$ cat src/rtl/vga_pkg.sv
// Shared definitions for the rectangle-fill engine.
//
// Contents:
//   fill_state_e      master-port FSM states
//   REG_*_IDX         register word indices (byte offset >> 2)
//   TILE_W / TILE_H   size of the pixel tile painted by one master write
//   x_t / y_t         raster coordinate types, one bit wider than the
//                     field they hold so that end points never wrap

package vga_pkg;

    typedef enum logic [1:0] {
        IDLE,
        SETUP,
        ACCESS
    } fill_state_e;

    // Word indices decoded from paddr[4:2]
    localparam logic [2:0] REG_CTRL_IDX   = 3'd0;  // byte offset 0x00
    localparam logic [2:0] REG_STATUS_IDX = 3'd1;  // byte offset 0x04
    localparam logic [2:0] REG_ORIGIN_IDX = 3'd2;  // byte offset 0x08
    localparam logic [2:0] REG_SIZE_IDX   = 3'd3;  // byte offset 0x0C
    localparam logic [2:0] REG_COLOR_IDX  = 3'd4;  // byte offset 0x10

    localparam int TILE_W = 6;
    localparam int TILE_H = 3;

    typedef logic [10:0] x_t;
    typedef logic [9:0]  y_t;

endpackage

$ cat src/rtl/vga_fill_regs.sv
// APB slave register file of the rectangle-fill engine.
//
// Ports:
//   clock, reset                 system clock, synchronous active-high reset
//   s_paddr .. s_pwdata          APB slave request (paddr[4:2] decoded)
//   s_prdata                     combinational read data
//   busy                         engine is running a job (locks job registers)
//   set_done, set_err            one-cycle status set pulses from the engine
//   clr_status                   one-cycle pulse clearing done/err at job start
//   start_pulse                  CTRL.start written while idle
//   x0, y0, fill_w, fill_h       rectangle origin and size
//   color                        12-bit fill colour
//   irq                          done & CTRL.ie

module vga_fill_regs
    import vga_pkg::*;
(
    input  logic        clock,
    input  logic        reset,
    input  logic [31:0] s_paddr,
    input  logic        s_psel,
    input  logic        s_penable,
    input  logic        s_pwrite,
    input  logic [31:0] s_pwdata,
    output logic [31:0] s_prdata,
    input  logic        busy,
    input  logic        set_done,
    input  logic        set_err,
    input  logic        clr_status,
    output logic        start_pulse,
    output logic [9:0]  x0,
    output logic [8:0]  y0,
    output logic [9:0]  fill_w,
    output logic [8:0]  fill_h,
    output logic [11:0] color,
    output logic        irq
);

    logic       wr_en;
    logic [2:0] idx;
    logic       ie;
    logic       done;
    logic       err;

    // Address bits outside the decoded window and unused data bits
    wire unused_bits = ^{s_paddr[31:5], s_paddr[1:0], s_pwdata[31:25], s_pwdata[15:12]};

    assign wr_en = s_psel && s_penable && s_pwrite;
    assign idx   = s_paddr[4:2];

    // Start is a pulse, not a stored bit; it is dropped while a job runs.
    assign start_pulse = wr_en && (idx == REG_CTRL_IDX) && s_pwdata[0] && !busy;

    assign irq = done && ie;

    // Configuration registers: job parameters are frozen while busy so the
    // running raster never sees its bounds move underneath it.
    always_ff @(posedge clock) begin
        if (reset) begin
            ie     <= 1'b0;
            x0     <= '0;
            y0     <= '0;
            fill_w <= '0;
            fill_h <= '0;
            color  <= '0;
        end else if (wr_en) begin
            if (idx == REG_CTRL_IDX) begin
                ie <= s_pwdata[1];
            end
            if (!busy) begin
                case (idx)
                    REG_ORIGIN_IDX: begin
                        x0 <= s_pwdata[9:0];
                        y0 <= s_pwdata[24:16];
                    end
                    REG_SIZE_IDX: begin
                        fill_w <= s_pwdata[9:0];
                        fill_h <= s_pwdata[24:16];
                    end
                    REG_COLOR_IDX: begin
                        color <= s_pwdata[11:0];
                    end
                    default: ;
                endcase
            end
        end
    end

    // Sticky status bits: an engine set beats a same-cycle W1C.
    always_ff @(posedge clock) begin
        if (reset) begin
            done <= 1'b0;
            err  <= 1'b0;
        end else begin
            if (set_done) begin
                done <= 1'b1;
            end else if (clr_status) begin
                done <= 1'b0;
            end else if (wr_en && (idx == REG_STATUS_IDX) && s_pwdata[1]) begin
                done <= 1'b0;
            end

            if (set_err) begin
                err <= 1'b1;
            end else if (clr_status) begin
                err <= 1'b0;
            end else if (wr_en && (idx == REG_STATUS_IDX) && s_pwdata[2]) begin
                err <= 1'b0;
            end
        end
    end

    // Read mux; unmapped offsets read as zero.
    always_comb begin
        s_prdata = '0;
        case (idx)
            REG_CTRL_IDX:   s_prdata = {30'b0, ie, 1'b0};
            REG_STATUS_IDX: s_prdata = {29'b0, err, done, busy};
            REG_ORIGIN_IDX: s_prdata = {7'b0, y0, 6'b0, x0};
            REG_SIZE_IDX:   s_prdata = {7'b0, fill_h, 6'b0, fill_w};
            REG_COLOR_IDX:  s_prdata = {20'b0, color};
            default:        s_prdata = '0;
        endcase
    end

endmodule

$ cat src/rtl/vga_fill_dma.sv
// Rectangle-fill engine in front of the VGA framebuffer.
//
// Software programs origin, size and colour through the APB slave port and
// pulses CTRL.start; the engine then walks the clipped rectangle in 6x3
// tiles, issuing one APB master write per tile into the framebuffer window.
//
// Ports:
//   clock, reset          system clock, synchronous active-high reset
//   s_*                   APB slave (register access)
//   m_*                   APB master (tile writes into the framebuffer)
//   irq                   STATUS.done & CTRL.ie

module vga_fill_dma
    import vga_pkg::*;
#(
    parameter logic [31:0] FB_BASE = 32'h2100_0000,
    parameter int          X_MAX   = 640,
    parameter int          Y_MAX   = 480
) (
    input  logic        clock,
    input  logic        reset,
    input  logic [31:0] s_paddr,
    input  logic        s_psel,
    input  logic        s_penable,
    input  logic        s_pwrite,
    input  logic [31:0] s_pwdata,
    output logic        s_pready,
    output logic [31:0] s_prdata,
    output logic        s_pslverr,
    output logic [31:0] m_paddr,
    output logic        m_psel,
    output logic        m_penable,
    output logic        m_pwrite,
    output logic [31:0] m_pwdata,
    output logic [3:0]  m_pstrb,
    input  logic        m_pready,
    input  logic        m_pslverr,
    output logic        irq
);

    localparam x_t X_LIM = x_t'(X_MAX);
    localparam x_t Y_LIM = x_t'(Y_MAX);

    fill_state_e state;
    fill_state_e state_next;

    logic        busy;
    logic        start_pulse;
    logic        start_go;
    logic        set_done;
    logic        set_err;
    logic        clr_status;
    logic [9:0]  x0;
    logic [8:0]  y0;
    logic [9:0]  fill_w;
    logic [8:0]  fill_h;
    logic [11:0] color;

    x_t   x;
    y_t   y;
    x_t   x_sum;
    x_t   y_sum;
    x_t   x_end;
    x_t   y_clip;
    y_t   y_end;
    x_t   x_next;
    y_t   y_next;
    logic empty;
    logic row_wrap;
    logic last_tile;
    logic xfer_done;

    // y_end never exceeds Y_MAX, so the top bit of the clipped sum is spare
    wire unused_bits = y_clip[10];

    assign s_pready  = 1'b1;
    assign s_pslverr = 1'b0;
    assign m_pwrite  = 1'b1;
    assign m_pstrb   = 4'hF;

    vga_fill_regs u_regs (
        .clock       (clock),
        .reset       (reset),
        .s_paddr     (s_paddr),
        .s_psel      (s_psel),
        .s_penable   (s_penable),
        .s_pwrite    (s_pwrite),
        .s_pwdata    (s_pwdata),
        .s_prdata    (s_prdata),
        .busy        (busy),
        .set_done    (set_done),
        .set_err     (set_err),
        .clr_status  (clr_status),
        .start_pulse (start_pulse),
        .x0          (x0),
        .y0          (y0),
        .fill_w      (fill_w),
        .fill_h      (fill_h),
        .color       (color),
        .irq         (irq)
    );

    // Clipped end points in 11-bit arithmetic so origin+size cannot wrap.
    // The job registers are frozen while busy, so these stay valid for the
    // whole job without being latched.
    assign x_sum  = {1'b0, x0} + {1'b0, fill_w};
    assign y_sum  = {2'b00, y0} + {2'b00, fill_h};
    assign x_end  = (x_sum > X_LIM) ? X_LIM : x_sum;
    assign y_clip = (y_sum > Y_LIM) ? Y_LIM : y_sum;
    assign y_end  = y_clip[9:0];

    assign empty    = ({1'b0, x0} >= x_end) || ({1'b0, y0} >= y_end);
    assign start_go = start_pulse && !empty;
    assign busy     = (state != IDLE);

    assign x_next    = x + x_t'(TILE_W);
    assign y_next    = y + y_t'(TILE_H);
    assign row_wrap  = (x_next >= x_end);
    assign last_tile = row_wrap && (y_next >= y_end);
    assign xfer_done = (state == ACCESS) && m_pready;

    // Raster position: loaded on start, stepped after each good tile write,
    // returning to the left edge when the next tile would start past x_end.
    always_ff @(posedge clock) begin
        if (reset) begin
            x <= '0;
            y <= '0;
        end else if (start_pulse) begin
            x <= {1'b0, x0};
            y <= {1'b0, y0};
        end else if (xfer_done && !m_pslverr) begin
            if (row_wrap) begin
                x <= {1'b0, x0};
                y <= y_next;
            end else begin
                x <= x_next;
            end
        end
    end

    // State register
    always_ff @(posedge clock) begin
        if (reset) begin
            state <= IDLE;
        end else begin
            state <= state_next;
        end
    end

    // Next-state logic: every tile gets its own SETUP phase; an error
    // response or the final tile returns to IDLE.
    always_comb begin
        state_next = state;
        case (state)
            IDLE: begin
                if (start_go) begin
                    state_next = SETUP;
                end
            end
            SETUP: begin
                state_next = ACCESS;
            end
            ACCESS: begin
                if (m_pready) begin
                    if (m_pslverr || last_tile) begin
                        state_next = IDLE;
                    end else begin
                        state_next = SETUP;
                    end
                end
            end
            default: begin
                state_next = IDLE;
            end
        endcase
    end

    // Outputs: master bus phases and the status pulses to the register file.
    // An empty rectangle reports done straight away without ever going busy.
    always_comb begin
        m_psel     = 1'b0;
        m_penable  = 1'b0;
        m_paddr    = '0;
        m_pwdata   = {4'h0, color, 4'h0, color};
        set_done   = 1'b0;
        set_err    = 1'b0;
        clr_status = start_go;

        if (state != IDLE) begin
            m_psel  = 1'b1;
            m_paddr = FB_BASE | {11'b0, x[9:0], 11'b0} | {21'b0, y[8:0], 2'b00};
        end
        if (state == ACCESS) begin
            m_penable = 1'b1;
        end

        if (start_pulse && empty) begin
            set_done = 1'b1;
        end
        if (xfer_done && (m_pslverr || last_tile)) begin
            set_done = 1'b1;
            set_err  = m_pslverr;
        end
    end

endmodule

$ cat config.mk
export PLATFORM = sky130hd
export DESIGN_NAME = vga_fill_dma
export DESIGN_NICKNAME = d
export VERILOG_FILES = /design/src/rtl/vga_pkg.sv /design/src/rtl/vga_fill_regs.sv /design/src/rtl/vga_fill_dma.sv
export SDC_FILE = /design/constraint.sdc
export NUM_CORES = 1
export LEC_CHECK = 0
export BUFFER_PORTS_ARGS = -buffer_cell sky130_fd_sc_hd__buf_2
export CORE_MARGIN = 8
export CORE_UTILIZATION = 55
export CTS_BUF_LIST = sky130_fd_sc_hd__clkbuf_4 sky130_fd_sc_hd__clkbuf_8
export DETAILED_ROUTE_END_ITERATION = 6
export PLACE_DENSITY_LB_ADDON = 0.1
export SYNTH_ARGS = -nofsm -noshare
export SYNTH_HDL_FRONTEND = slang
export SYNTH_HIERARCHICAL = 1
export SYNTH_SLANG_ARGS = --single-unit
$ cat constraint.sdc
create_clock -name clock -period 5.9 [get_ports clock]
set_input_delay 0.885 -clock clock [delete_from_list [all_inputs] [get_ports clock]]
set_output_delay 0.885 -clock clock [all_outputs]
set_load 0.01 [all_outputs]
# After elaboration in Yosys (flattened, before gate mapping)
# Index checks and enable logic that the tools add are counted.
word_totals:
  ff_bits: 76
  in_bits: 71
  elab_cells: 93
  out_inout_bits: 106
op_classes:
  muxes: 25
  add_sub_neg: 4
  magnitude_cmp: 6
  n_bitwise: 2
  eq_ne: 8
  n_reduce_logical: 35
ops:
  columns: ["cell", "count"]
  rows:
  - ["$pmux 25 s5", 1]
  - ["$mux 10", 3]
  - ["$mux 30", 1]
  - ["$or 30x11->30", 1]
  - ["$mux 9", 3]
  - ["$mux 11", 2]
  - ["$logic_and 1x1->1", 15]
  - ["$mux 1", 12]
  - ["$add 10x10->11", 1]
  - ["$add 11x3->11 const B", 1]
  - ["$ge 10x11->1", 1]
  - ["$ge 11x11->1", 1]
  - ["$gt 11x10->1 const B", 1]
  - ["$add 10x2->10 const B", 1]
  - ["$add 9x9->10", 1]
  - ["$ge 10x10->1", 1]
  - ["$ge 9x10->1", 1]
  - ["$gt 10x9->1 const B", 1]
  - ["$reduce_and 3->1", 3]
  - ["$reduce_and 2->1", 4]
  - ["$eq 3x2->1 const B", 2]
  - ["$pmux 2 s3", 1]
  - ["$reduce_bool 2->1", 3]
  - ["$reduce_bool 3->1", 2]
  - ["other kinds (12)", 17]

# Depth between registers and ports, before layout
logic_depth:
  word_depth: 9
  depth_mapped: 21
  mapped_depth_nobuf: 21

# Hierarchy
# Netlist, hierarchy kept.
modules_own_cells:
  columns: ["mod", "instances", "area_each_um2", "cells_each"]
  rows:
  - ["vga_fill_dma", 1, 4036.4, 538]
  - ["vga_fill_regs", 1, 2560.0, 277]

# Worst setup path after synthesis
# No wires, ideal clock.
synth_path:
  kind: "reg2reg"
  start: "reg u_regs.x0[0]"
  end: "reg x[8]"
  n_path_buf: 2
  synth_period_minus_slack_ns: 4.598
  arrival_ns: 4.534
  path_slack_ns: 1.302
  setup_ns: 0.064
  required_ns: 5.836
  path_stages_with_launch: 20
  path_cell_list: "dfxtp_1 -> ha_1 -> fa_1 -> a211oi_2 -> or4b_1 -> o2111ai_1 -> a2111o_1 -> a221oi_4 -> and2_2 -> ha_1 -> nand2b_1 -> a21o_1 -> a21oi_1 -> o21a_1 -> o21ai_0 -> a211oi_1 -> buf_2 -> buf_2 -> nand4_1 -> nand4_1"
synth_via:
  elab_chain_cells: 7
synth_lines:
  columns: ["element", "line", "rtl"]
  rows:
  - ["start: declaration", "vga_fill_regs.sv:31", "output logic [9:0] x0,"]
  - ["start signal: assignment", "vga_fill_regs.sv:73", "x0 <= s_pwdata[9:0];"]
  - ["$add 10x10->11 (*)", "vga_fill_dma.sv:106", "assign x_sum = {1'b0, x0} + {1'b0, fill_w};"]
  - ["$gt 11x10->1", "vga_fill_dma.sv:108", "assign x_end = (x_sum > X_LIM) ? X_LIM : x_sum;"]
  - ["$mux 11 (*)", "vga_fill_dma.sv:108", null]
  - ["$ge 11x11->1 (*)", "vga_fill_dma.sv:118", "assign row_wrap = (x_next >= x_end);"]
  - ["$mux 11 (*)", "vga_fill_dma.sv:132", "if (row_wrap) begin"]
  - ["$mux 10 (*)", "vga_fill_dma.sv:131", "end else if (xfer_done && !m_pslverr) begin"]
  - ["$mux 10 (*)", "vga_fill_dma.sv:128", "end else if (start_pulse) begin"]
  - ["end signal: assignment", "vga_fill_dma.sv:129", "x <= {1'b0, x0};"]
  - ["end signal: assignment", "vga_fill_dma.sv:133", "x <= {1'b0, x0};"]
  - ["end signal: assignment", "vga_fill_dma.sv:136", "x <= x_next;"]
  - ["end: declaration", "vga_fill_dma.sv:59", "x_t x;"]
# Mark *: on every way between the ends. The rest lies on a longest branch, timed or not. The select of a mux whose other input is x is not followed.
# A chain may end at the register's enable or synchronous reset.

# Worst setup path after layout
layout_path:
  start: "reg u_regs.x0[0]"
  end: "reg u_regs.done"
layout_via:
  elab_chain_cells: 9
  word_cells_on_any_way: 17
  classes_between: "1 x add/sub; 3 x order compare; 5 x mux; 8 x reduce/logical"
layout_lines:
  columns: ["element", "line", "rtl"]
  rows:
  - ["$add 10x10->11", "vga_fill_dma.sv:106", null]
  - ["$gt 11x10->1", "vga_fill_dma.sv:108", null]
  - ["$mux 11", "vga_fill_dma.sv:108", null]
  - ["$ge 10x11->1 or $ge 11x11->1 (tied branches)", "vga_fill_dma.sv:112, vga_fill_dma.sv:118", null]
  - ["$logic_or 1x1->1 or $logic_and 1x1->1 (tied branches)", "vga_fill_dma.sv:112, vga_fill_dma.sv:119", null]
  - ["$logic_and 1x1->1 or $logic_or 1x1->1 (tied branches)", "vga_fill_dma.sv:197, vga_fill_dma.sv:200", null]
  - ["$mux 1 or $logic_and 1x1->1 (tied branches)", "vga_fill_dma.sv:197, vga_fill_dma.sv:200", null]
  - ["$mux 1 (*)", "vga_fill_dma.sv:200", "if (xfer_done && (m_pslverr || last_tile)) begin"]
  - ["named net set_done", "vga_fill_dma.sv:50", "logic set_done;"]
  - ["$reduce_bool 3->1 (no line) or $mux 1 (tied branches)", null, null]
  - ["end signal: assignment", "vga_fill_regs.sv:96", "done <= 1'b1;"]
  - ["end signal: assignment", "vga_fill_regs.sv:98", "done <= 1'b0;"]
  - ["end signal: assignment", "vga_fill_regs.sv:100", "done <= 1'b0;"]
  - ["end: declaration", "vga_fill_regs.sv:42", "logic done;"]
# The timed path passes the listed nets; every way through them passes the cells marked *.

==> results.py <==
metrics = {
    "finish": {
        "antenna_cells": 0,
        "areaGrowthSynthToFinish_pct": 6.51,
        "final_util": 0.592,
        "finalNetCount": 1007,
        "fin_area_sq_um": 7030,
        "drive_gt1_frac": 0.164,
    },
    "setup_path": {
        "path_cells": "ha_1, fa_1, a211oi_2, or4b_1, o2111ai_1, a2111o_1, a221oi_4, nand2_1, ha_1, a21o_1, a21oi_1, o21a_1, o211ai_1, o211ai_1, a21o_1, o21ai_1, o21a_1",
        "crit_fanout": 10,
        "reg2reg_setup_slack_ns": 0.85,
        "critPathMaxStageDelay_ns": 0.70,
        "path_buf_inv": 0,
        "crit_family": "compound AO/OA/AOI/OAI gates",
        "cp_data_arrival_time_ns": 5.36,
        "required_ns": 6.21,
        "startpoint_type": "flip-flop",
        "crit_path_top_delay_cell": "o211ai_1",
        "crit_type": "flip-flop to flip-flop",
        "end_kind": "flip-flop",
    },
    "placed_design": {
        "place_congestion": 0.901,
        "placed_area_sq_um": 6850,
        "port_buffers": 99,
        "dp_hpwl_mm": 13.5,
    },
    "sta": {
        "worst_pin_slew_ns": 1.11,
        "timing.final.crit_share": 0.855,
        "slew_headroom": 0.259,
        "slew_violations": 0,
        "grt_setup_unrepaired": "no",
        "setup_viol": 0,
        "max_clock_freq_mhz": 198,
        "tns_ns": 0,
        "fin_skew_ns": 0.0180,
        "layout_min_cycle_time_ns": 5.05,
        "hold_viol": 0,
    },
    "clock_network": {
        "post_cts_buffers": 0,
        "clk_latency_ns": 0.38,
        "cts_hold_buf": 0,
        "h-tree-depth": 3,
        "cts_sinks": 76,
        "cts_made_buffers": 9,
        "cts_resized": 0,
        "cts_buffer_depth": 2,
        "path_clk_slew_ns": 0.08,
        "cts_tree": "built",
        "cts_root_buf": "clkbuf_8",
    },
    "routing": {
        "drtIter0Drc": 453,
        "drt-total-wl_mm": 17.6,
        "wire_per_inst_um": 17.1,
        "drc": 0,
        "vias": 5862,
        "viasPerCell": 5.71,
        "dr.pass1.iters": 5,
        "ant_nets": 0,
    },
    "power": {
        "powerDensity_nw_per_um2": 146,
        "leakage_nw": 3.43,
        "irDropWorstVdd_v": 0.000148,
        "total_power_mw": 1.02,
    },
    "grt": {
        "grt_pass1_vias": 5804,
        "grt_pass1_wl_mm": 28.8,
        "grt_max_degree": 75,
        "grt_usage": 0.219,
        "grt_overflow": 0,
        "antenna_found_initial": 0,
    },
    "floorplanning": {
        "fp.dieH_um": 126,
        "die-area_sq_um": 15800,
        "core-area_sq_um": 11900,
        "ios": 177,
        "die_x_um": 126,
        "rows": 40,
        "start_util": 0.556,
    },
    "yosys": {
        "ys.flop_type": "dfxtp_1",
        "ys_warn_count": 6,
        "synth_area_sq_um": 6600,
        "async_reset_ff_frac": 0,
        "synth_edf_count": 0,
        "avgSynthCellArea_sq_um": 8.09,
        "ys_seq_elements": 76,
        "synthCells": 815,
        "synth-seq-area-share": 0.231,
        "ys_types": 72,
    },
    "hold_path": {
        "hold_path_class": "flip-flop to flip-flop",
    },
    "flow_run": {
        "cap_violations": 0,
    },
    "status": {
        "outcome": "finished, final reports clean",
    },
}
registers in the layout, indices dropped and copies added (netlist names), 2 cells and up:
signal and count:
state 2, u_regs/y0 9, u_regs/x0 10, x 11, u_regs/fill_h 9, y 10
u_regs/color 12, u_regs/fill_w 10
power breakdown:
part | internal (mW) | total [mW] | switching, mW
logic | 0.0385 | 0.118 | 0.0795
registers | 0.515 | 0.520 | 0.00416
clock network | 0.161 | 0.386 | 0.224
cells by family (layout without fill, tap and decap cells):
logic type,count (synthesis),count (layout),synth area share
AOI/OAI and AO/OA,160,160,0.175
xor gates and xnor gates,32,32,0.0425
adders and majority gates,61,61,0.118
buffers and inverters,115,144,0.105
DFF,76,76,0.231
muxes,64,64,0.0973
other,3,39,0.00171
and+or+nand+nor,304,304,0.230
cells in the final DEF (no fill, tap or decap), types with 8 or more instances in the layout:
| cell type | synthesis | final |
|---|---|---|
| nand3_1 | 30 | 30 |
| o211ai_1 | 8 | 8 |
| a211oi_1 | 14 | 13 |
| inv_1 | 24 | 23 |
| o21a_1 | 14 | 14 |
| xnor2_1 | 12 | 12 |
| o21ai_0 | 23 | 23 |
| nand2b_1 | 8 | 8 |
| a21o_1 | 17 | 17 |
| nor2b_1 | 21 | 21 |
| nor2_1 | 58 | 58 |
| buf_2 | 7 | 99 |
| ha_1 | 59 | 59 |
| xor2_1 | 20 | 20 |
| mux2i_1 | 63 | 63 |
| nand2_1 | 111 | 111 |
| nor3_1 | 12 | 12 |
| clkbuf_8 | 0 | 9 |
| a22o_1 | 9 | 9 |
| a21oi_1 | 28 | 28 |
| dfxtp_1 | 76 | 76 |
| conb_1 | 3 | 39 |
| and3_1 | 9 | 9 |
| nand4_1 | 12 | 12 |
worst min-delay path, stage by stage (launching register included):
cell and delay [ns]:
dfxtp_1 0.33, nand2_1 0.06, mux2i_1 0.05
final cells by class:
class,count,area [sq um]
clock buffer,10,131
clock inverter,6,46.3
timing repair buffer,103,526
multi-input combinational,660,4520
fill,1120,4840
sequential,76,1520
inverter,25,93.8
tap,147,184
cells in the mapped netlist, types with 4 or more instances:
cell	instances	area [sq um]
buf_2	7	35.0
ha_1	59	738
dfxtp_1	76	1520
inv_1	24	90.1
mux2i_1	63	631
buf_6	5	56.3
nand4_1	12	75.1
a31oi_1	7	43.8
a211oi_1	14	105
o31ai_1	6	45.0
and3b_1	4	35.0
o21a_1	14	105
clkbuf_1	20	75.1
a22o_1	9	78.8
nand2_1	111	417
nor2_1	58	218
xor2_1	20	175
xnor2_1	12	105
nand3_1	30	150
o211ai_1	8	60.1
or4b_2	7	70.1
a21oi_1	28	140
nor2b_1	21	131
buf_4	54	405
o21ai_0	23	115
a21o_1	17	128
and2_1	6	37.5
nand2b_1	8	50.1
nor3_1	12	60.1
and3_1	9	56.3
stage by stage:
stage / std cells / hold WS [ns] / setup WS [ns]
finish: 1027 / 0.488 / 0.854
global route: 1027 / 0.507 / 0.421
floorplan: 851 / 0.446 / 1.30
global placement: 1011 / 0.457 / 1.01
detailed placement: 1011 / 0.473 / 0.918
CTS: 1027 / 0.487 / 0.896
routing by layer:
layer | global-route usage | share of wire | wire [um] | up-vias
li1 | - | - | - | 2930
met1 | 0.300 | 0.49 | 8680 | 2723
met2 | 0.332 | 0.43 | 7590 | 193
met3 | 0.0523 | 0.064 | 1120 | 16
met4 | 0.0595 | 0.011 | 199 | 0
met5 | 0 | 0 | 0 | -
final timing paths:
kind | depth (start not counted) | end | from
hold / removal | 2 | u_regs/fill_h[5]$_SDFFE_PP0P_ | u_regs/fill_h[5]$_SDFFE_PP0P_
hold reg to reg | 2 | u_regs/fill_h[5]$_SDFFE_PP0P_ | u_regs/fill_h[5]$_SDFFE_PP0P_
setup reg to reg | 17 | u_regs/done$_SDFFE_PP0P_ | u_regs/x0[0]$_SDFFE_PP0P_
setup / recovery | 17 | u_regs/done$_SDFFE_PP0P_ | u_regs/x0[0]$_SDFFE_PP0P_
No activity file was read; power rests on OpenSTA's default activity.
